**config.mk**
```make
export PLATFORM = sky130hd
export DESIGN_NAME = srff_bank_ctrl_flat
export DESIGN_NICKNAME = d
export VERILOG_FILES = /design/src/rtl/srff_bank_ctrl_if.sv /design/src/rtl/srff_bank_ctrl.sv /design/src/flat_wrapper.sv
export SDC_FILE = /design/constraint.sdc
export NUM_CORES = 1
export LEC_CHECK = 0
export BUFFER_PORTS_ARGS = -buffer_cell sky130_fd_sc_hd__buf_2
export CAP_MARGIN = 20
export CORE_MARGIN = 3
export CORE_UTILIZATION = 44
export CTS_BUF_LIST = sky130_fd_sc_hd__clkbuf_8 sky130_fd_sc_hd__clkbuf_16
export CTS_CLUSTER_SIZE = 30
export DETAILED_ROUTE_END_ITERATION = 10
export PLACE_DENSITY = 0.78
export RECOVER_POWER = 25
export SLEW_MARGIN = 20
export SYNTH_ARGS = -nofsm -noshare
export SYNTH_HDL_FRONTEND = slang
export SYNTH_SLANG_ARGS = --single-unit
export TNS_END_PERCENT = 20
```
**constraint.sdc**
```tcl
create_clock -name clk -period 1.95 [get_ports clk]
set_input_delay 0.0975 -clock clk [delete_from_list [all_inputs] [get_ports clk]]
set_output_delay 0.0975 -clock clk [all_outputs]
set_load 0.01 [all_outputs]
```
**src/rtl/srff_bank_ctrl_if.sv**
```systemverilog
// srff_bank_ctrl_if: requester and SRFF-bank signals of the bank controller
interface srff_bank_ctrl_if #(
  parameter int NREQ = 4,
  parameter int NBITS = 8,
  parameter int IDXW = 3
);
  logic [NREQ-1:0] req, op, gnt;
  logic [NREQ*IDXW-1:0] idx;
  logic clr_all, busy, err;
  logic [NBITS-1:0] q_in, s_out, r_out;
  modport master(output req, op, idx, clr_all, q_in, input s_out, r_out, gnt, busy, err);
  modport slave(input req, op, idx, clr_all, q_in, output s_out, r_out, gnt, busy, err);
endinterface

```
**src/rtl/srff_bank_ctrl.sv**
```systemverilog
// srff_bank_ctrl: round-robin set/reset pulse controller for an SRFF bank
// SRCTRL_VERIFY_EN adds the CHECK state and sticky Q-readback error flag
module srff_bank_ctrl #(
  parameter int NREQ = 4,
  parameter int NBITS = 8,
  parameter int IDXW = 3
) (
  input logic clk,
  input logic rst,
  srff_bank_ctrl_if.slave bus
);
  localparam int WW = $clog2(NREQ);
  localparam int CW = $clog2(NBITS + 1);
  typedef enum logic [1:0] {IDLE, APPLY, CHECK, CLEAR} state_t;
  state_t state, state_n;
  logic [WW-1:0] rr, rr_n, w, p;
  logic [CW-1:0] cnt, cnt_n;
  logic clr_pend, clr_pend_n, found, sel_op;
  logic [IDXW-1:0] sel_idx;
  logic [NBITS-1:0] s_n, r_n;
  logic [NREQ-1:0] gnt_n;
  function automatic logic [NBITS-1:0] bit_of(input logic [IDXW-1:0] i);
    return (int'(i) < NBITS) ? NBITS'(1) << i : '0;
  endfunction
  // descending scan so the nearest requester at or after rr wins
  always_comb begin
    found = 1'b0;
    w = '0;
    p = '0;
    for (int k = NREQ - 1; k >= 0; k--) begin
      p = WW'((int'(rr) + k) % NREQ);
      if (bus.req[p]) begin
        found = 1'b1;
        w = p;
      end
    end
    sel_op = bus.op[w];
    sel_idx = bus.idx[w*IDXW +: IDXW];
  end
  always_comb begin
    state_n = state;
    rr_n = rr;
    cnt_n = cnt;
    clr_pend_n = clr_pend | bus.clr_all;
    s_n = '0;
    r_n = '0;
    gnt_n = '0;
    case (state)
      IDLE:
        if (bus.clr_all || clr_pend) begin
          clr_pend_n = 1'b0;
          cnt_n = '0;
          r_n = NBITS'(1);
          state_n = CLEAR;
        end else if (found) begin
          gnt_n = NREQ'(1) << w;
          s_n = sel_op ? bit_of(sel_idx) : '0;
          r_n = sel_op ? '0 : bit_of(sel_idx);
          rr_n = (int'(w) == NREQ - 1) ? '0 : w + 1'b1;
          state_n = APPLY;
        end
`ifdef SRCTRL_VERIFY_EN
      APPLY: state_n = CHECK;
`else
      APPLY: state_n = IDLE;
`endif
      CLEAR:
        if (cnt == CW'(NBITS - 1)) state_n = IDLE;
        else begin
          cnt_n = cnt + 1'b1;
          r_n = NBITS'(1) << cnt_n;
        end
      default: state_n = IDLE;
    endcase
  end
  always_ff @(posedge clk)
    if (rst) begin
      state <= IDLE;
      rr <= '0;
      cnt <= '0;
      clr_pend <= 1'b0;
      bus.s_out <= '0;
      bus.r_out <= '0;
      bus.gnt <= '0;
      bus.busy <= 1'b0;
    end else begin
      state <= state_n;
      rr <= rr_n;
      cnt <= cnt_n;
      clr_pend <= clr_pend_n;
      bus.s_out <= s_n;
      bus.r_out <= r_n;
      bus.gnt <= gnt_n;
      bus.busy <= state_n != IDLE;
    end
`ifdef SRCTRL_VERIFY_EN
  logic op_q;
  logic [IDXW-1:0] idx_q;
  // op/idx of the granted request stay latched from the last IDLE cycle
  always_ff @(posedge clk)
    if (rst) bus.err <= 1'b0;
    else begin
      if (state == IDLE) begin
        op_q <= sel_op;
        idx_q <= sel_idx;
      end
      if (state == CHECK && int'(idx_q) < NBITS && bus.q_in[idx_q] != op_q) bus.err <= 1'b1;
    end
`else
  assign bus.err = 1'b0;
`endif
endmodule

```
**src/flat_wrapper.sv**
```systemverilog
// flat-port wrapper written by rule: the top's interface ports become plain ports
module srff_bank_ctrl_flat 
#(
  parameter int NREQ = 4,
  parameter int NBITS = 8,
  parameter int IDXW = 3
)
  (clk, rst, bus_req, bus_op, bus_idx, bus_clr_all, bus_q_in, bus_s_out, bus_r_out, bus_gnt, bus_busy, bus_err);
  srff_bank_ctrl_if #(.NREQ(NREQ), .NBITS(NBITS), .IDXW(IDXW)) bus_i ();
  input logic clk;
  input logic rst;
  input wire logic [$bits(bus_i.req)-1:0] bus_req;
  input wire logic [$bits(bus_i.op)-1:0] bus_op;
  input wire logic [$bits(bus_i.idx)-1:0] bus_idx;
  input wire logic [$bits(bus_i.clr_all)-1:0] bus_clr_all;
  input wire logic [$bits(bus_i.q_in)-1:0] bus_q_in;
  output wire logic [$bits(bus_i.s_out)-1:0] bus_s_out;
  output wire logic [$bits(bus_i.r_out)-1:0] bus_r_out;
  output wire logic [$bits(bus_i.gnt)-1:0] bus_gnt;
  output wire logic [$bits(bus_i.busy)-1:0] bus_busy;
  output wire logic [$bits(bus_i.err)-1:0] bus_err;
  assign bus_i.req = bus_req;
  assign bus_i.op = bus_op;
  assign bus_i.idx = bus_idx;
  assign bus_i.clr_all = bus_clr_all;
  assign bus_i.q_in = bus_q_in;
  assign bus_s_out = bus_i.s_out;
  assign bus_r_out = bus_i.r_out;
  assign bus_gnt = bus_i.gnt;
  assign bus_busy = bus_i.busy;
  assign bus_err = bus_i.err;
  srff_bank_ctrl #(.NREQ(NREQ), .NBITS(NBITS), .IDXW(IDXW)) u_core (.clk(clk), .rst(rst), .bus(bus_i));
endmodule
```
==> results.sh <==
export IMPL_critPathKind="flip-flop to flip-flop"
export IMPL_vias=1400
export IMPL_power_frac_seq=0.304
export IMPL_dpl_hpwl_microns=2590
export IMPL_core_area_sq_um=3180
export IMPL_peakVddDrop_uv=599
export IMPL_drv_slew=0
export IMPL_dpl_instance_area_sq_um=1850
export IMPL_dieArea_sq_um=4190
export IMPL_gp_congestion=0.811
export IMPL_comb_power_share=0.368
export IMPL_place_inst=265
export IMPL_grt_pass1_wl_microns=5490
export IMPL_ios=53
export IMPL_pwr_share_clk=0.328
export IMPL_antenna_found_initial=0
export IMPL_stdcell_count=275
export IMPL_first_iter_violations=43
export IMPL_worstPathArrival_ns=2.22
export IMPL_postCtsHoldBufs=0
export IMPL_nets=268
export IMPL_clk_latency_ns=0.28
export IMPL_ys_warn_count=0
export IMPL_ys_seq_area_frac=0.395
export IMPL_max_stage_delay_ns=0.53
export IMPL_fp_dieW_microns=64.8
export IMPL_grt_setup_unrepaired="yes"
export IMPL_h_tree_depth=2
export IMPL_ys_types=39
export IMPL_p_leak_uw=0.000910
export IMPL_status="finished, violations left"
export IMPL_internal_power_uw=1610
export IMPL_start_util=0.478
export IMPL_grt_max_degree=13
export IMPL_finalHoldViolations=0
export IMPL_endpoint_kind="flip-flop"
export IMPL_final_common_cell="buf_2"
export IMPL_die_h_microns=64.8
export IMPL_crit_buf_inv=0
export IMPL_crit_slowest_cell="or4b_4"
export IMPL_grt_pass1_vias=1293
export IMPL_setup_viol=7
export IMPL_cts_root_buffer="clkbuf_8"
export IMPL_finClkSkew_ns=0.00436
export IMPL_wl_per_cell_microns=12.8
export IMPL_crit_required_ns=2.14
export IMPL_cts_tree="done"
export IMPL_cp_max_fo=4
export IMPL_max_freq_mhz=492
export IMPL_clk_pin_slew_worst_paths_ns=0.06
export IMPL_avgSynthCellArea_sq_um=8.83
export IMPL_hold_path_class="input pin to flip-flop"
export IMPL_postSynthCellCount=172
export IMPL_drive_above_1_share=0.333
export IMPL_syn_area_sq_um=1520
export IMPL_fin_crit_sh=1.04
export IMPL_cts_buffers=5
export IMPL_clk_path_buf_depth=2
export IMPL_wirelength_microns=3530
export IMPL_antenna_cells=0
export IMPL_track_usage=0.170
export IMPL_drtAntennaViolNets=0
export IMPL_syn2layout_area_growth_pct=36.4
export IMPL_final_setup_worst_slack_ns=-0.0807
export IMPL_stdcell_area_sq_um=2070
export IMPL_cp_start_kind="flip-flop"
export IMPL_dr_pass1_iters=5
export IMPL_powerDensity_nw_per_um2=1140
export IMPL_drcViolationCount=0
export IMPL_crit_chain="o22ai_1 > a211oi_4 > mux2_4 > or4b_4 > o31ai_4"
export IMPL_final_fill_count=283
export IMPL_path_delay_family="compound AO/OA/AOI/OAI gates"
export IMPL_synth_nets=210
export IMPL_rows=20
export IMPL_vias_per_cell=5.09
export IMPL_cts_sinks=30
export IMPL_violations="setup timing"
export IMPL_port_buffers=43
export IMPL_overflow=0
export IMPL_period_needed_ns=2.03
export IMPL_synth_seq_cells=30
export IMPL_swShare=0.320
export IMPL_switching_power_uw=758
export IMPL_mostFrequentLayoutCells="34 x buf_2, 28 x dfxtp_1, 24 x nor2_1"
export IMPL_maxCapViolCount=0
-- logic make-up (layout without fill, tap and decap cells) --
logic type	count (synthesis)	count (layout)	synth area share
and+or+nand+nor	71	71	0.232
buffers and inverters	15	74	0.0470
xor gates and xnor gates	3	3	0.0173
adders and majority gates	7	7	0.0577
muxes	16	16	0.110
DFF	30	30	0.395
other	1	1	0.00247
AOI/OAI and AO/OA	29	29	0.138
-- layout make-up --
cell class | count | area, sq um | share of cell area
clock buffer | 6 | 82.6 | 0.0399
clock inverter | 2 | 60.1 | 0.0290
inverter | 11 | 41.3 | 0.0199
multi-input combinational | 127 | 930 | 0.449
sequential | 30 | 606 | 0.292
tap | 44 | 55.1 | 0.0266
timing repair buffer | 55 | 298 | 0.144
-- power by group through the flow --
stage          Combinational (uW)  Sequential (uW)  Clock [uW]
2_1_floorplan                 516              750           0
3_3_place_gp                  754              727           0
3_5_place_dp                  766              729           0
4_1_cts                       811              721         793
5_1_grt                       948              726         824
6_report                      873              721         778
-- layer usage --
layer | part of all wire | global-route usage | vias up
li1 | - | - | 707
met1 | 0.44 | 0.197 | 639
met2 | 0.48 | 0.290 | 48
met3 | 0.059 | 0.0503 | 6
met4 | 0.017 | 0.0712 | 0
met5 | 0 | 0 | -
-- Yosys cell counts, drive strengths merged --
library cell / instances / area [sq um]
nand4b: 2 / 17.5
nor2: 25 / 93.8
mux2: 2 / 26.3
o22ai: 1 / 6.26
o31ai: 2 / 28.8
a32oi: 1 / 8.76
o21ai: 10 / 53.8
or4b: 2 / 23.8
a31oi: 1 / 6.26
dfxtp: 30 / 601
nand2: 12 / 45.0
nand2b: 3 / 18.8
and2: 2 / 12.5
nor4: 2 / 12.5
conb: 1 / 3.75
clkbuf: 2 / 7.51
ha: 7 / 87.6
a21oi: 11 / 70.1
mux2i: 14 / 140
inv: 11 / 41.3
and3b: 2 / 17.5
a211o: 1 / 8.76
and3: 2 / 12.5
buf: 2 / 22.5
nor3: 5 / 25.0
xnor2: 3 / 26.3
nand3: 11 / 55.1
nor2b: 1 / 6.26
or2: 2 / 12.5
a211oi: 2 / 27.5
-- sequential cells by signal (all words and copies together) (netlist names) --
name              cells
u_core.bus.r_out      8
u_core.bus.s_out      8
u_core.bus.gnt        4
u_core.cnt            4
u_core.rr             2
u_core.state          2
u_core.bus.busy       1
u_core.clr_pend       1
-- path summary, 6_finish.rpt --
check | startpoint | end | slack [ns] | cells past startpoint
worst max-delay path | u_core.rr[0]$_SDFFE_PP0P_ | u_core.bus.r_out[1]$_SDFF_PP0_ | -0.08 | 5
worst min-delay path | bus_clr_all | u_core.clr_pend$_SDFF_PP0_ | 0.14 | 3
worst max register to register | u_core.rr[0]$_SDFFE_PP0P_ | u_core.bus.r_out[1]$_SDFF_PP0_ | -0.08 | 5
worst min register to register | u_core.state[0]$_SDFF_PP0_ | u_core.state[0]$_SDFF_PP0_ | 0.52 | 2
-- worst min-delay path: stages --
cell,delay (ns)
buf_2,0.09
nor2_1,0.07
nor3_1,0.12
-- metrics by stage --
| stage | setup TNS (ns) | utilization | hold slack [ns] | power, uW | setup slack (ns) |
|---|---|---|---|---|---|
| after floorplan | -0.210 | - | 0.282 | 1270 | -0.0776 |
| after global placement | -0.364 | 0.582 | 0.417 | 1480 | -0.0828 |
| after detailed placement | -1.20 | 0.582 | 0.423 | 1500 | -0.133 |
| after CTS | -0.366 | 0.639 | 0.134 | 2330 | -0.0847 |
| after global routing | -1.02 | 0.652 | 0.170 | 2500 | -0.140 |
| final | -0.209 | 0.652 | 0.139 | 2370 | -0.0807 |
-- what timing repair did --
| item | CTS | global route |
|---|---|---|
| gates resized for setup | 8 | 8 |
| endpoints found under the setup margin | 15 | 15 |
| setup buffers | 1 | 1 |
| pin swaps | 2 | 3 |
| cloned | 0 | 0 |
(Power assumes the default switching activity.)
